<file path="src/rtl/pifo_flow_sched.sv">
// pifo_flow_sched: flow-level PIFO scheduler with a shift-register sorted
// array, per-flow active/queued tracking and rank-advanced re-enqueue.
//
// Ports:
//   clk, rst_n                         clock, asynchronous active-low reset
//   in_valid/in_ready/in_flow/in_prio  flow arrival handshake
//   empty_valid/empty_flow             flow-drained notification
//   cfg_quantum                        rank increment applied on re-enqueue
//   out_valid/out_ready/out_flow/out_prio  registered head entry
//   drop_valid/drop_flow/drop_prio     one-cycle eviction/reject pulse
//   occupancy                          valid entries in the sorted array
module pifo_flow_sched #(
  parameter int NUM_FLOWS = 64,
  parameter int DEPTH     = 16,
  parameter int BITPRIO   = 16,
  parameter int BITFLOW   = $clog2(NUM_FLOWS)
) (
  input  logic                       clk,
  input  logic                       rst_n,
  input  logic                       in_valid,
  output logic                       in_ready,
  input  logic [BITFLOW-1:0]         in_flow,
  input  logic [BITPRIO-1:0]         in_prio,
  input  logic                       empty_valid,
  input  logic [BITFLOW-1:0]         empty_flow,
  input  logic [BITPRIO-1:0]         cfg_quantum,
  output logic                       out_valid,
  input  logic                       out_ready,
  output logic [BITFLOW-1:0]         out_flow,
  output logic [BITPRIO-1:0]         out_prio,
  output logic                       drop_valid,
  output logic [BITFLOW-1:0]         drop_flow,
  output logic [BITPRIO-1:0]         drop_prio,
  output logic [$clog2(DEPTH+1)-1:0] occupancy
);

  localparam int OCCW = $clog2(DEPTH + 1);

  logic [NUM_FLOWS-1:0] active, queued, active_nxt, queued_nxt;
  logic [DEPTH-1:0]     slot_valid, post_valid, le, nxt_valid;
  logic [BITFLOW-1:0]   slot_flow [DEPTH];
  logic [BITPRIO-1:0]   slot_prio [DEPTH];
  logic [BITFLOW-1:0]   post_flow [DEPTH];
  logic [BITPRIO-1:0]   post_prio [DEPTH];
  logic [BITFLOW-1:0]   nxt_flow  [DEPTH];
  logic [BITPRIO-1:0]   nxt_prio  [DEPTH];

  logic               hs, reenq, arr_acc, ins, pop, full, ovf, evict, do_ins;
  logic [BITFLOW-1:0] ins_flow, drop_f;
  logic [BITPRIO-1:0] ins_prio, sat_prio, drop_p;
  logic [BITPRIO:0]   sum;

  assign hs       = out_valid && out_ready;
  assign reenq    = hs && active[out_flow] && !(empty_valid && empty_flow == out_flow);
  assign in_ready = !reenq;
  assign arr_acc  = in_valid && in_ready;
  assign sum      = {1'b0, out_prio} + {1'b0, cfg_quantum};
  assign sat_prio = sum[BITPRIO] ? '1 : sum[BITPRIO-1:0];
  assign ins      = reenq || (arr_acc && !queued[in_flow]);
  assign ins_flow = reenq ? out_flow : in_flow;
  assign ins_prio = reenq ? sat_prio : in_prio;
  assign pop      = slot_valid[0] && (!out_valid || out_ready);
  assign full     = (occupancy == OCCW'(DEPTH));

  always_comb begin
    // View of the array after this cycle's pop; the insert is placed
    // relative to these contents.
    post_valid = slot_valid;
    post_flow  = slot_flow;
    post_prio  = slot_prio;
    if (pop) begin
      for (int unsigned i = 0; i < DEPTH - 1; i++) begin
        post_valid[i] = slot_valid[i+1];
        post_flow[i]  = slot_flow[i+1];
        post_prio[i]  = slot_prio[i+1];
      end
      post_valid[DEPTH-1] = 1'b0;
      post_flow[DEPTH-1]  = '0;
      post_prio[DEPTH-1]  = '0;
    end

    ovf    = ins && full && !pop;
    evict  = ovf && (ins_prio < post_prio[DEPTH-1]);
    do_ins = ins && !(ovf && !evict);
    drop_f = evict ? post_flow[DEPTH-1] : ins_flow;
    drop_p = evict ? post_prio[DEPTH-1] : ins_prio;

    // le is a contiguous prefix since the array is sorted; the new entry
    // lands just past it and everything behind shifts down one slot
    // (on eviction the old tail falls off the end).
    for (int unsigned i = 0; i < DEPTH; i++)
      le[i] = post_valid[i] && (post_prio[i] <= ins_prio);

    nxt_valid = post_valid;
    nxt_flow  = post_flow;
    nxt_prio  = post_prio;
    if (do_ins) begin
      if (!le[0]) begin
        nxt_valid[0] = 1'b1;
        nxt_flow[0]  = ins_flow;
        nxt_prio[0]  = ins_prio;
      end
      for (int unsigned i = 1; i < DEPTH; i++) begin
        if (!le[i]) begin
          if (le[i-1]) begin
            nxt_valid[i] = 1'b1;
            nxt_flow[i]  = ins_flow;
            nxt_prio[i]  = ins_prio;
          end else begin
            nxt_valid[i] = post_valid[i-1];
            nxt_flow[i]  = post_flow[i-1];
            nxt_prio[i]  = post_prio[i-1];
          end
        end
      end
    end

    // Arrival beats a same-cycle empty event for the same flow.
    active_nxt = active;
    if (empty_valid) active_nxt[empty_flow] = 1'b0;
    if (arr_acc)     active_nxt[in_flow]    = 1'b1;

    queued_nxt = queued;
    if (hs)     queued_nxt[out_flow] = 1'b0;
    if (do_ins) queued_nxt[ins_flow] = 1'b1;
    if (ovf)    queued_nxt[drop_f]   = 1'b0;
  end

  always_ff @(posedge clk or negedge rst_n) begin
    if (!rst_n) begin
      active     <= '0;
      queued     <= '0;
      slot_valid <= '0;
      for (int unsigned i = 0; i < DEPTH; i++) begin
        slot_flow[i] <= '0;
        slot_prio[i] <= '0;
      end
      out_valid  <= 1'b0;
      out_flow   <= '0;
      out_prio   <= '0;
      drop_valid <= 1'b0;
      drop_flow  <= '0;
      drop_prio  <= '0;
      occupancy  <= '0;
    end else begin
      active     <= active_nxt;
      queued     <= queued_nxt;
      slot_valid <= nxt_valid;
      slot_flow  <= nxt_flow;
      slot_prio  <= nxt_prio;
      occupancy  <= occupancy + OCCW'(do_ins && !evict) - OCCW'(pop);
      drop_valid <= ovf;
      if (ovf) begin
        drop_flow <= drop_f;
        drop_prio <= drop_p;
      end
      if (pop) begin
        out_valid <= 1'b1;
        out_flow  <= slot_flow[0];
        out_prio  <= slot_prio[0];
      end else if (hs) begin
        out_valid <= 1'b0;
      end
    end
  end

endmodule

</file>
<file path="config.mk">
export PLATFORM = sky130hd
export DESIGN_NAME = pifo_flow_sched
export DESIGN_NICKNAME = d
export VERILOG_FILES = /design/src/rtl/pifo_flow_sched.sv
export SDC_FILE = /design/constraint.sdc
export NUM_CORES = 2
export LEC_CHECK = 0
export BUFFER_PORTS_ARGS = -buffer_cell sky130_fd_sc_hd__buf_4
export CAP_MARGIN = 0
export CORE_AREA = 2 2 267 269
export CTS_BUF_LIST = sky130_fd_sc_hd__clkbuf_16
export CTS_CLUSTER_SIZE = 8
export DETAILED_ROUTE_END_ITERATION = 6
export DIE_AREA = 0 0 269 271
export GPL_ROUTABILITY_DRIVEN = 0
export PLACE_DENSITY = 0.72
export SYNTH_ARGS = -nofsm -noshare
export SYNTH_HDL_FRONTEND = slang
export SYNTH_SLANG_ARGS = --single-unit
</file>
<file path="constraint.sdc">
create_clock -name clk -period 19.7 [get_ports clk]
set_input_delay 1.97 -clock clk [delete_from_list [all_inputs] [get_ports clk]]
set_output_delay 1.97 -clock clk [all_outputs]
set_load 0.01 [all_outputs]
</file>
==> results.cfg <==
[outcome]
run_status = completed

[detailed_routing]
wl_met2_um = 52290
met1_length_um = 51180
dr.pass1.iters = 6
via_count = 32051
vias_per_cell = 6.483
ant_nets = 0
routed_wl_um = 120100
dr.max_layer_used = met4
drc_errors = 0
wl_per_cell_um = 24.30
drt_iter0_markers = 3512
wl_met3_um = 9572

[die]
rows = 97
die_y_um = 271
pin_count = 101
initial_core_util_pct = 55.61
die_w_um = 269
core_um2 = 69790
die_area_um2 = 72900

[sta]
fmax_mhz = 129.2
final.setup_skew_ns = 0.03250
period_minus_slack_ns = 7.740
max_slew_margin_pct = 20.83
timing.hold.ws_ns = 0.4767
min_period_over_period_pct = 39.29
fin_tns_setup_ns = 0
tightest_slew_ns = 1.185
drv_slew = 0
setup-violations-final = 0
rsz0062_at_grt = false
final_hold_viol_count = 0

[yosys]
syn_avg_cell_area_um2 = 9.755
synth_cell_types = 94
synth_ff_type = dfrtp_1
synthArstFlopShare_pct = 100.0
synth_nets = 4291
synth-edff-count = 0
ys_ff_latch = 547
ys_seq_area_share_pct = 35.27
synthCells = 3978
netlist_area_um2 = 38810
yosys_warnings = 0

[worst_setup_path]
worstSetupPathType = in2reg
cp_cell_sequence = buf_4, ha_1, a21oi_1, o2111ai_1, a21o_1, a221o_1, a21oi_1, o21bai_1, a21oi_1, xor2_1, a31oi_2, buf_4, inv_1, buf_4, ha_1, nand4_1, nor3_1, o21ai_0, o31ai_4, a21oi_4, buf_4, nor3_4, buf_4, mux2_2
start_kind = input pin
critPathCaptureType = flip-flop
critical_path.startpoint = cfg_quantum[1]
crit_arrival_ns = 8.24
worst_path_max_delay_cell = o31ai_4
cp_num_buf_inv = 6
crit_path_max_incr_delay_ns = 0.75
required_ns = 20.20
crit_fanout = 21
regToRegStartpoint = out_flow[1]
cpMostUsedCell = buf_4
path_delay_family = compound AO/OA/AOI/OAI gates

[clock_tree]
cts_sinks = 547
htreeDepth = 3
clockBufferDepth = 3
cts_tree = yes
postCtsHoldBufs = 0
cts_root_buf = clkbuf_16
clk_pin_slew_ns = 0.05
ctsResizeCount = 0
numCtsBuffers = 78
cts_setup_buffers = 0
insertion_delay_ns = 0.63

[layout]
drive_above_1_share_pct = 16.33
mostFrequentLayoutCells = 633 x mux2i_1, 547 x dfrtp_1, 425 x nand2_1
syn_to_final_growth_pct = 9.937
fin_area_um2 = 42660
fin_cells = 4944
final_common_cell = mux2i_1
fin_nets = 4305

[global_routing]
antenna_found_initial = 2
grt_overflow = 0
grt_pass1_vias = 31633
grt_max_degree = 134
gr-usage-all-layers_pct = 32.76
grt_pass1_wl_um = 186400

[placement]
placed_cell_area_um2 = 40550
port-buffer-count = 100
dpl.hpwl_um = 81750
dp_cells = 4852

[flow_run]
maxCapViolations = 0

[min_path]
min_from = slot_prio[247]
hp-class = reg2reg
## cells in the mapped netlist (all sizes together) (9+ instances only)
library cell | count | area share, %
nor2 | 137 | 1.4
and3 | 16 | 0.26
a211oi | 34 | 0.66
mux2i | 639 | 16
xor2 | 11 | 0.25
a21oi | 148 | 1.9
nor2b | 30 | 0.48
a32o | 10 | 0.26
o31ai | 16 | 0.36
and2 | 19 | 0.31
a21o | 67 | 1.3
dfrtp | 547 | 35
nand2 | 428 | 4.2
nand4 | 37 | 0.60
clkbuf | 135 | 1.3
o211ai | 16 | 0.31
ha | 262 | 8.4
a21boi | 9 | 0.19
or4 | 62 | 1.2
nand2b | 21 | 0.34
buf | 112 | 1.5
a22oi | 67 | 1.3
nor4 | 11 | 0.18
or2 | 9 | 0.15
nor3 | 46 | 0.77
mux2 | 307 | 8.9
a22o | 9 | 0.20
inv | 225 | 2.2
nand3 | 68 | 0.89
a31oi | 18 | 0.31
xnor2 | 21 | 0.47
mux4 | 11 | 0.64
o21ai | 294 | 3.8
## worst min-delay path: stages (launching register included)
cell and delay, ns:
dfrtp_1 0.35, nand2_1 0.05, nand2_1 0.05
## path summary, 6_finish.rpt
| kind | end | slack [ns] | cells after the start |
|---|---|---|---|
| min | out_prio[7] | 0.48 | 2 |
| max reg2reg | slot_prio[139] | 12.14 | 22 |
| min in group asynchronous | occupancy[4] | 1.39 | 1 |
| max in group asynchronous | slot_prio[74] | 15.67 | 3 |
| min reg2reg | out_prio[7] | 0.48 | 2 |
| max | slot_prio[139] | 11.96 | 24 |
## metal layers
layer,global-route usage (%),vias up
li1,-,14519
met3,6.226,394
met2,49.31,1556
met1,44.58,15582
met4,17.38,0
met5,0,-
## through the flow
step                setup WS [ns]  utilization (%)
floorplan                   12.33                -
global placement            11.60            58.11
detailed placement          11.42            58.11
CTS                         12.04            61.12
global route                11.56            61.13
finish                      11.96            61.13
## area by class of cell
type | instances | area, µm²
multi-input combinational | 2958 | 23440
sequential | 547 | 13690
clock buffer | 82 | 2052
fill | 5847 | 27120
clock inverter | 6 | 51.30
antenna | 4 | 10.01
timing repair buffer | 181 | 1391
inverter | 226 | 855.8
tap | 940 | 1176
## flip-flops by register name, summed over array words and instances (netlist names)
register / cells
out_flow: 6
slot_valid: 16
slot_prio: 256
out_prio: 16
occupancy: 5
active: 64
drop_prio: 16
queued: 64
out_valid: 1
drop_flow: 6
drop_valid: 1
slot_flow: 96
## logic make-up (layout without fill, tap and decap cells)
logic type / count (synthesis) / count (layout) / synth area share [%]
multiplexers: 957 / 957 / 26.04
AND/OR/NAND/NOR: 922 / 922 / 11.44
AO/OA/AOI/OAI: 783 / 783 / 12.95
flip-flops: 547 / 547 / 35.27
buffers and inverters: 473 / 495 / 5.023
adder cells (fa/ha/maj): 264 / 264 / 8.550
XOR/XNOR: 32 / 32 / 0.7222
other: 0 / 4 / 0
Power is left out: the tool's default activity adds up to more than one toggle a clock period on the data nets, which glitch-free logic cannot reach.
